`src/rtl/son3_frame_packer.sv`:
```
// son3_frame_packer: buffers dout_of_son3 samples in a FIFO and
// emits header + FRAME_LEN payload frames on a valid/ready stream.
module son3_frame_packer #(
  parameter int DW        = 16,
  parameter int DEPTH     = 16,
  parameter int FRAME_LEN = 8
) (
  input  logic                       clk,
  input  logic                       rst,
  input  logic                       cfg_en,
  input  logic [3:0]                 cfg_hdr_id,
  input  logic                       din_vld,
  input  logic [DW-1:0]              din,
  output logic                       dout_vld,
  input  logic                       dout_rdy,
  output logic [DW-1:0]              dout,
  output logic                       dout_sop,
  output logic                       dout_eop,
  output logic [$clog2(DEPTH):0]     fifo_lvl,
  output logic                       ovf_flag,
  input  logic                       ovf_clr
);

  localparam int AW = $clog2(DEPTH);
  localparam int LW = AW + 1;

  localparam logic [LW-1:0] LVL_FULL  = LW'(DEPTH);
  localparam logic [LW-1:0] LVL_FRAME = LW'(FRAME_LEN);
  localparam logic [LW-1:0] PCNT_LAST = LW'(FRAME_LEN - 1);

  typedef enum logic [1:0] {
    IDLE    = 2'd0,
    HDR     = 2'd1,
    PAYLOAD = 2'd2
  } state_t;

  state_t state;
  state_t state_nx;

  logic [DW-1:0] mem [DEPTH];
  logic [AW-1:0] wr_ptr;
  logic [AW-1:0] rd_ptr;
  logic [LW-1:0] lvl;

  logic [3:0]    hdr_id;
  logic [7:0]    frame_cnt;
  logic [LW-1:0] pcnt;

  logic          out_load;
  logic          wr_en;
  logic          full;
  logic          pop;
  logic          last_word;
  logic          take_frame;
  logic          ld_hdr;
  logic          ld_pay;
  logic [DW-1:0] hdr_word;

  // Handshake and FIFO side conditions.
  always_comb begin
    out_load   = !dout_vld || dout_rdy;
    full       = (lvl == LVL_FULL);
    wr_en      = din_vld && !full;
    last_word  = (pcnt == PCNT_LAST);
    take_frame = cfg_en && (lvl >= LVL_FRAME);
    hdr_word   = DW'({4'hA, hdr_id, frame_cnt});
  end

  // FSM state register.
  always_ff @(posedge clk) begin
    if (rst) begin
      state <= IDLE;
    end else begin
      state <= state_nx;
    end
  end

  // FSM next-state logic.
  always_comb begin
    state_nx = state;
    unique case (state)
      IDLE: begin
        if (take_frame) state_nx = HDR;
      end
      HDR: begin
        if (out_load) state_nx = PAYLOAD;
      end
      PAYLOAD: begin
        if (out_load && last_word) state_nx = IDLE;
      end
      default: state_nx = IDLE;
    endcase
  end

  // FSM output decode: which word the output register takes.
  always_comb begin
    ld_hdr = 1'b0;
    ld_pay = 1'b0;
    unique case (state)
      HDR:     ld_hdr = out_load;
      PAYLOAD: ld_pay = out_load;
      default: begin
        ld_hdr = 1'b0;
        ld_pay = 1'b0;
      end
    endcase
    pop = ld_pay;
  end

  // FIFO storage; contents need no reset, pointers guard them.
  always_ff @(posedge clk) begin
    if (wr_en) begin
      mem[wr_ptr] <= din;
    end
  end

  // FIFO pointers and occupancy.
  always_ff @(posedge clk) begin
    if (rst) begin
      wr_ptr <= '0;
      rd_ptr <= '0;
      lvl    <= '0;
    end else begin
      if (wr_en) wr_ptr <= wr_ptr + AW'(1);
      if (pop)   rd_ptr <= rd_ptr + AW'(1);
      unique case ({wr_en, pop})
        2'b10:   lvl <= lvl + LW'(1);
        2'b01:   lvl <= lvl - LW'(1);
        default: lvl <= lvl;
      endcase
    end
  end

  // Sticky overflow; a drop in the same cycle beats the clear.
  always_ff @(posedge clk) begin
    if (rst) begin
      ovf_flag <= 1'b0;
    end else if (din_vld && full) begin
      ovf_flag <= 1'b1;
    end else if (ovf_clr) begin
      ovf_flag <= 1'b0;
    end
  end

  // Frame bookkeeping: stream id, frame number, payload index.
  always_ff @(posedge clk) begin
    if (rst) begin
      hdr_id    <= '0;
      frame_cnt <= '0;
      pcnt      <= '0;
    end else begin
      if (state == IDLE && take_frame) begin
        hdr_id <= cfg_hdr_id;
      end
      if (ld_hdr) begin
        pcnt <= '0;
      end else if (ld_pay) begin
        if (last_word) begin
          pcnt      <= '0;
          frame_cnt <= frame_cnt + 8'd1;
        end else begin
          pcnt <= pcnt + LW'(1);
        end
      end
    end
  end

  // Output register; holds while stalled.
  always_ff @(posedge clk) begin
    if (rst) begin
      dout_vld <= 1'b0;
      dout     <= '0;
      dout_sop <= 1'b0;
      dout_eop <= 1'b0;
    end else if (ld_hdr) begin
      dout_vld <= 1'b1;
      dout     <= hdr_word;
      dout_sop <= 1'b1;
      dout_eop <= 1'b0;
    end else if (ld_pay) begin
      dout_vld <= 1'b1;
      dout     <= mem[rd_ptr];
      dout_sop <= 1'b0;
      dout_eop <= last_word;
    end else if (out_load) begin
      dout_vld <= 1'b0;
      dout_sop <= 1'b0;
      dout_eop <= 1'b0;
    end
  end

  assign fifo_lvl = lvl;

endmodule

```
`config.mk`:
```
export PLATFORM = sky130hd
export DESIGN_NAME = son3_frame_packer
export DESIGN_NICKNAME = d
export VERILOG_FILES = /design/src/rtl/son3_frame_packer.sv
export SDC_FILE = /design/constraint.sdc
export NUM_CORES = 1
export LEC_CHECK = 0
export ABC_AREA = 0
export CAP_MARGIN = 20
export CORE_ASPECT_RATIO = 1.1
export CORE_MARGIN = 1
export CORE_UTILIZATION = 46
export DETAILED_ROUTE_END_ITERATION = 8
export PLACE_DENSITY = 0.62
export SLEW_MARGIN = 20
export SYNTH_ARGS = -nofsm -noshare
export SYNTH_HDL_FRONTEND = slang
export SYNTH_SLANG_ARGS = --single-unit
```
`constraint.sdc`:
```
create_clock -name clk -period 4.98 [get_ports clk]
set_input_delay 1.245 -clock clk [delete_from_list [all_inputs] [get_ports clk]]
set_output_delay 1.245 -clock clk [all_outputs]
set_load 0.01 [all_outputs]
```
==> results of run 1 <==
[cells by family after synthesis]
logic type	share of synthesized area (%)
adders and majority gates	1.116
DFF	71.41
AOI/OAI and AO/OA	4.494
xor gates and xnor gates	1.420
and+or+nand+nor	6.401
buffers and inverters	2.100
muxes	13.06
[sequential cells by signal, summed over array words and instances, names as in the netlist, named ones only]
register	count
dout	16
pcnt	5
dout_sop	1
dout_vld	1
wr_ptr	4
state	2
frame_cnt	8
mem	256
dout_eop	1
rd_ptr	4
hdr_id	4
ovf_flag	1
fifo_lvl	5
[per-layer routing]
metal	track usage (%)	wire length (um)	vias to the layer above	share of wire, %
li1	-	-	3003	-
met1	26.94	11500	3426	43
met2	34.25	13560	206	50
met3	3.075	1387	44	5.1
met4	5.889	601	0	2.2
met5	0	0	-	0
[power groups by stage]
stage          combinational [uW]  clock [uW]  sequential (uW)
4_1_cts                       139        2510             2860
2_1_floorplan                54.6           0             2920
5_1_grt                       148        2610             2870
3_3_place_gp                  130           0             2920
3_5_place_dp                  138           0             2920
6_report                      137        2480             2860
[synth_stat cells, drive strengths merged (2+ instances only)]
| cell type | number |
|---|---|
| a22oi | 8 |
| mux2i | 36 |
| edfxtp | 256 |
| dfxtp | 56 |
| nand2 | 32 |
| inv | 7 |
| o21a | 2 |
| nor2 | 64 |
| xor2 | 14 |
| nor3b | 2 |
| o221ai | 6 |
| o21ai | 10 |
| nand4 | 5 |
| mux4 | 54 |
| a211oi | 5 |
| or3 | 8 |
| a2111oi | 6 |
| a21oi | 30 |
| nor3 | 15 |
| ha | 11 |
| a31oi | 3 |
| a22o | 5 |
| nand3 | 17 |
| o22a | 2 |
| xnor2 | 6 |
| buf | 25 |
| nor2b | 7 |
| nand2b | 8 |
| clkbuf | 14 |
[area by class of cell]
| cell class | count | area [um2] | share of cell area (%) |
|---|---|---|---|
| clock buffer | 43 | 883.3 | 6.155 |
| clock inverter | 13 | 219.0 | 1.526 |
| inverter | 8 | 30.03 | 0.2092 |
| multi-input combinational | 371 | 3287 | 22.90 |
| sequential | 312 | 8816 | 61.43 |
| tap | 352 | 440.4 | 3.069 |
| timing repair buffer | 74 | 675.6 | 4.708 |
[critical path: cells and delay by family]
| kind | cells | cell delay, ps |
|---|---|---|
| simple gates | 3 | 750 |
| buf+inv | 2 | 740 |
| xor+xnor | 2 | 360 |
| fa+ha+maj | 2 | 630 |
| compound gates | 3 | 490 |
[worst paths after layout]
path / end / cells past startpoint / slack, ps / startpoint
worst max-delay path: fifo_lvl[4] / 12 / 1180 / dout_rdy
worst min-delay path: ovf_flag / 2 / 470 / ovf_flag
worst max register to register: fifo_lvl[4] / 11 / 1810 / state[0]
worst min register to register: ovf_flag / 2 / 470 / ovf_flag
[through the flow]
stage                     area, um2  util (%)  power (uW)  instances
after global placement        13250     50.52        3048       1117
after global routing          14350     54.73        5625       1173
after floorplan               12330         -        2971        730
after detailed placement      13250     50.52        3059       1117
final                         14350     54.73        5480       1173
after CTS                     14350     54.72        5510       1173
==> flow_summary.yaml, run 1 <==
power_and_ir_drop:
  cellPowerDensity_nw_per_um2: 381.8
  ir_drop_uv: 179.4
  internal_power_uw: 4440
  power_switching_uw: 1040
  p_seq_share_pct: 52.3
  sw_frac_of_total_pct: 18.97
  p_leak_uw: 0.004669
  pwr-share-comb_pct: 2.5
  clockPowerShare_pct: 45.2
logic_synthesis:
  synthCells: 730
  synth_ff_type: "edfxtp_1"
  avgSynthCellArea_um2: 16.90
  synth_edf_count: 256
  synth_top_area_share_pct: 62.33
  ys_ff_latch: 312
  ys_seq_area_share_pct: 71.41
  synth_top_area_cell: "edfxtp_1"
  yosysUniqueCellTypes: 54
  synth.area.top_cells: "edfxtp_1 62%, dfxtp_1 9.1%, mux4_2 8.2%"
  async_flop_share_pct: 0
  yosysWarnings: 0
  syn-num-nets: 767
  syn_area_um2: 12330
sta:
  drv_slew: 0
  rsz0062_at_grt: "false"
  period_share_pct: 76.32
  hold_slack_ps: 474.1
  fin_setup_tns_ps: 0
  finalSetupViolCount: 0
  finalHoldViolations: 0
  worstMarginPinSlew_ps: 924.6
  skew_ps: 11.82
  relSlewSlack_pct: 38.29
  min_period_ps: 3801
  fmax_mhz: 263.1
  finalWorstSetupSlack_ps: 1179
clocking:
  insertion_delay_ps: 550
  clkTransAtPathRegs_ps: 60
  cts_buffers: 30
  cts-resized-gates: 0
  holdBufCountCts: 0
  post_cts_buffers: 0
  cts.sinks: 312
  root_buffer: "clkbuf_16"
  clock_path_buffers: 3
  cts_tree: "yes"
  cts_max_level: 1
floorplan:
  rows: 62
  fp.dieW_um: 158.1
  die_height_um: 173.7
  fp.dieArea_um2: 27470
  io_pins: 51
  start_util_pct: 47.04
  core_um2: 26220
grt:
  grt_pass1_vias: 7022
  grt_pass1_wl_um: 41160
  antenna_found_initial: 0
  overflow: 0
  grt_max_degree: 43
  grt_use_total_pct: 20.24
finish:
  fillCellCount: 2095
  area_growth_pct: 16.35
  layout.nets: 834
  mostFrequentLayoutCell: "edfxtp_1"
  drive_gt1_share_pct: 16.20
  diodes: 0
  final_cell_mix: "256 x edfxtp_1, 64 x nor2_1, 54 x dfxtp_1"
status:
  status: "complete, no violations"
detailed_routing:
  wl_per_cell_um: 23.06
  drtIter0Drc: 579
  viasPerCell: 5.694
  firstDrtPassIters: 5
  vias: 6679
  routed_wl_um: 27050
  drcViolationCount: 0
  ant_nets: 0
placement:
  port_buffers: 50
  post-place-ws_ps: 664.6
  gp_congestion: 0.8576
  hpwlAfterDp_um: 17260
critical_path:
  required_ps: 5410
  cp-end-kind: "flip-flop"
  crit_type: "primary input to flip-flop"
  crit_chain: "clkdlybuf4s50_1, nand2b_1, nand2_2, clkinv_1, ha_1, xor2_1, ha_1, o21a_1, o21a_1, o32ai_1, xnor2_1, nor2_1"
  cp_slowest_cell: "clkdlybuf4s50_1"
  cp-start-kind: "primary input"
  critPathMaxFanout: 18
  critPathMaxStageDelay_ps: 420
  worstPathArrival_ps: 4230
flow_run:
  maxCapViolations: 0
min_path:
  holdCritPathClass: "flip-flop to flip-flop"
Power figures use the tool's default switching activity.
==> run 2: changes to the inputs <==
- clock period: 4.98 -> 3.6 ns (I/O delays scaled with it)
==> run 2 against run 1 <==
Against the previous run:
- die area did not move
- sequential cell count is the same
- via count decreased by 0.37%
- total power increased by 32%
- non-clock buffer count rose by 19
- sequential share of layout area decreased by 0.16 points
==> flow_summary.yaml, run 2 (synthesized netlist as in run 1, its figures left out) <==
status:
  status: "complete, no violations"
floorplan:
  rows: 62
  fp.dieW_um: 158.1
  fp.dieArea_um2: 27470
  die_height_um: 173.7
  core_um2: 26220
  start_util_pct: 47.04
  io_pins: 51
detailed_routing:
  met1_length_um: 11630
  firstDrtPassIters: 5
  vias: 6654
  drcViolationCount: 0
  top_layer: "met4"
  wl_met3_um: 1043
  wl_per_cell_um: 21.86
  ant_nets: 0
  wl_met2_um: 12860
  viasPerCell: 5.587
  routed_wl_um: 26030
  drtIter0Drc: 603
critical_path:
  timing.reg2reg.setup_slack_ps: 770
  cp_slowest_cell: "clkdlybuf4s50_1"
  worstPathArrival_ps: 3270
  required_ps: 4020
  worstReg2RegEnd: "fifo_lvl[4]"
  cp-start-kind: "primary input"
  crit_type: "primary input to flip-flop"
  regToRegStartpoint: "state[0]"
  cp-end-kind: "flip-flop"
  rr_worst_depth: 11
  critPathMaxFanout: 8
  crit_chain: "clkdlybuf4s50_1, nand2b_1, nand2_2, clkinv_1, ha_1, xor2_1, ha_1, o21a_1, o21a_1, o32ai_1, xnor2_1, nor2_1"
  critPathMaxStageDelay_ps: 410
sta:
  worstMarginPinSlew_ps: 755.9
  drv_slew: 0
  fmax_mhz: 350.4
  min_period_ps: 2854
  finalHoldViolations: 0
  rsz0062_at_grt: "false"
  finalSetupViolCount: 0
  relSlewSlack_pct: 49.22
  period_share_pct: 79.28
  skew_ps: 8.979
  fin_setup_tns_ps: 0
power_and_ir_drop:
  ir_drop_uv: 361.7
  cellPowerDensity_nw_per_um2: 501.8
  total_power_uw: 7218
  p_leak_uw: 0.004684
grt:
  antenna_found_initial: 0
  grt_pass1_wl_um: 39560
  overflow: 0
  grt_max_degree: 41
  grt_use_total_pct: 19.47
  grt_pass1_vias: 6727
placement:
  postPlaceCellArea_um2: 13410
  port_buffers: 50
  gp_congestion: 0.8438
  hpwlAfterDp_um: 17390
min_path:
  min_to: "dout_sop"
  hold_start: "dout_sop"
  whs_path_depth: 2
  holdCritPathClass: "flip-flop to flip-flop"
flow_run:
  maxCapViolations: 0
finish:
  multi_input_area_um2: 3287
  fillCellCount: 2073
  diodes: 0
  mostFrequentLayoutCell: "edfxtp_1"
  regMostFlops: "mem"
  final_cell_mix: "256 x edfxtp_1, 64 x nor2_1, 54 x dfxtp_1"
  area_growth_pct: 16.62
  regArea_um2: 8813
  layout.nets: 853
  largest_registers: "mem: 256 flops, dout: 16 flops, frame_cnt: 8 flops"
  largest_reg_flops: 256
  drive_gt1_share_pct: 17.16
  final_area_um2: 14380
clocking:
  root_buffer: "clkbuf_16"
  cts_tree: "yes"
  post_cts_buffers: 0
  clock_path_buffers: 3
  holdBufCountCts: 0
  cts-resized-gates: 0
  clkTransAtPathRegs_ps: 60
  cts_buffers: 30
  cts_max_level: 1
  cts.sinks: 312
  insertion_delay_ps: 550
==> run 2: cell types whose count changed in the layout (fill, tap and decap cells not counted), sizes merged <==
cell and change:
buf +19, bufinv -3, clkinvlp +4, clkbuf -6
clkinv +4
==> run 2: power breakdown <==
part | internal, uW | switching (uW) | total [uW]
Combinational | 69.8 | 118 | 188
Clock | 1780 | 1280 | 3070
Sequential | 3940 | 17.4 | 3960
==> run 2: worst max-delay path: cells and delay by family <==
kind	cells	cell delay [ps]
fa+ha+maj	2	580
compound gates	3	580
buf+inv	2	550
xor+xnor	2	340
simple gates	3	310
==> run 2: through the flow <==
step	std cells	util (%)	setup WS [ps]	hold WS, ps
final	1191	54.86	745.8	467.6
after global routing	1191	54.86	639.2	503.0
after CTS	1191	54.86	794.6	471.9
after detailed placement	1136	51.16	231.4	463.5
after global placement	1136	51.16	294.9	448.8
after floorplan	730	-	599.3	460.0
==> run 2: how the worst max path moves through the flow <==
stage | start | slack, ps | endpoint | depth (start not counted)
after floorplan | din_vld | 600 | mem[3][0] | 4
after global placement | dout_rdy | 290 | fifo_lvl[4] | 10
after detailed placement | dout_rdy | 230 | fifo_lvl[4] | 12
after CTS | dout_rdy | 790 | fifo_lvl[4] | 12
after global routing | state[0] | 640 | fifo_lvl[4] | 11
final | dout_rdy | 750 | fifo_lvl[4] | 12
==> run 2: layer usage <==
| layer | vias up | GRT usage (%) |
|---|---|---|
| met5 | - | 0 |
| met4 | 0 | 5.088 |
| met3 | 39 | 2.775 |
| met2 | 163 | 32.09 |
| met1 | 3424 | 27.10 |
| li1 | 3028 | - |
==> run 2: area by class of cell <==
| cell class | count | share of cell area (%) |
|---|---|---|
| clock inverter | 18 | 1.192 |
| timing repair buffer | 93 | 5.863 |
| multi-input combinational | 371 | 22.85 |
| clock buffer | 37 | 5.550 |
| tap | 352 | 3.062 |
| sequential | 312 | 61.27 |
| inverter | 8 | 0.2088 |
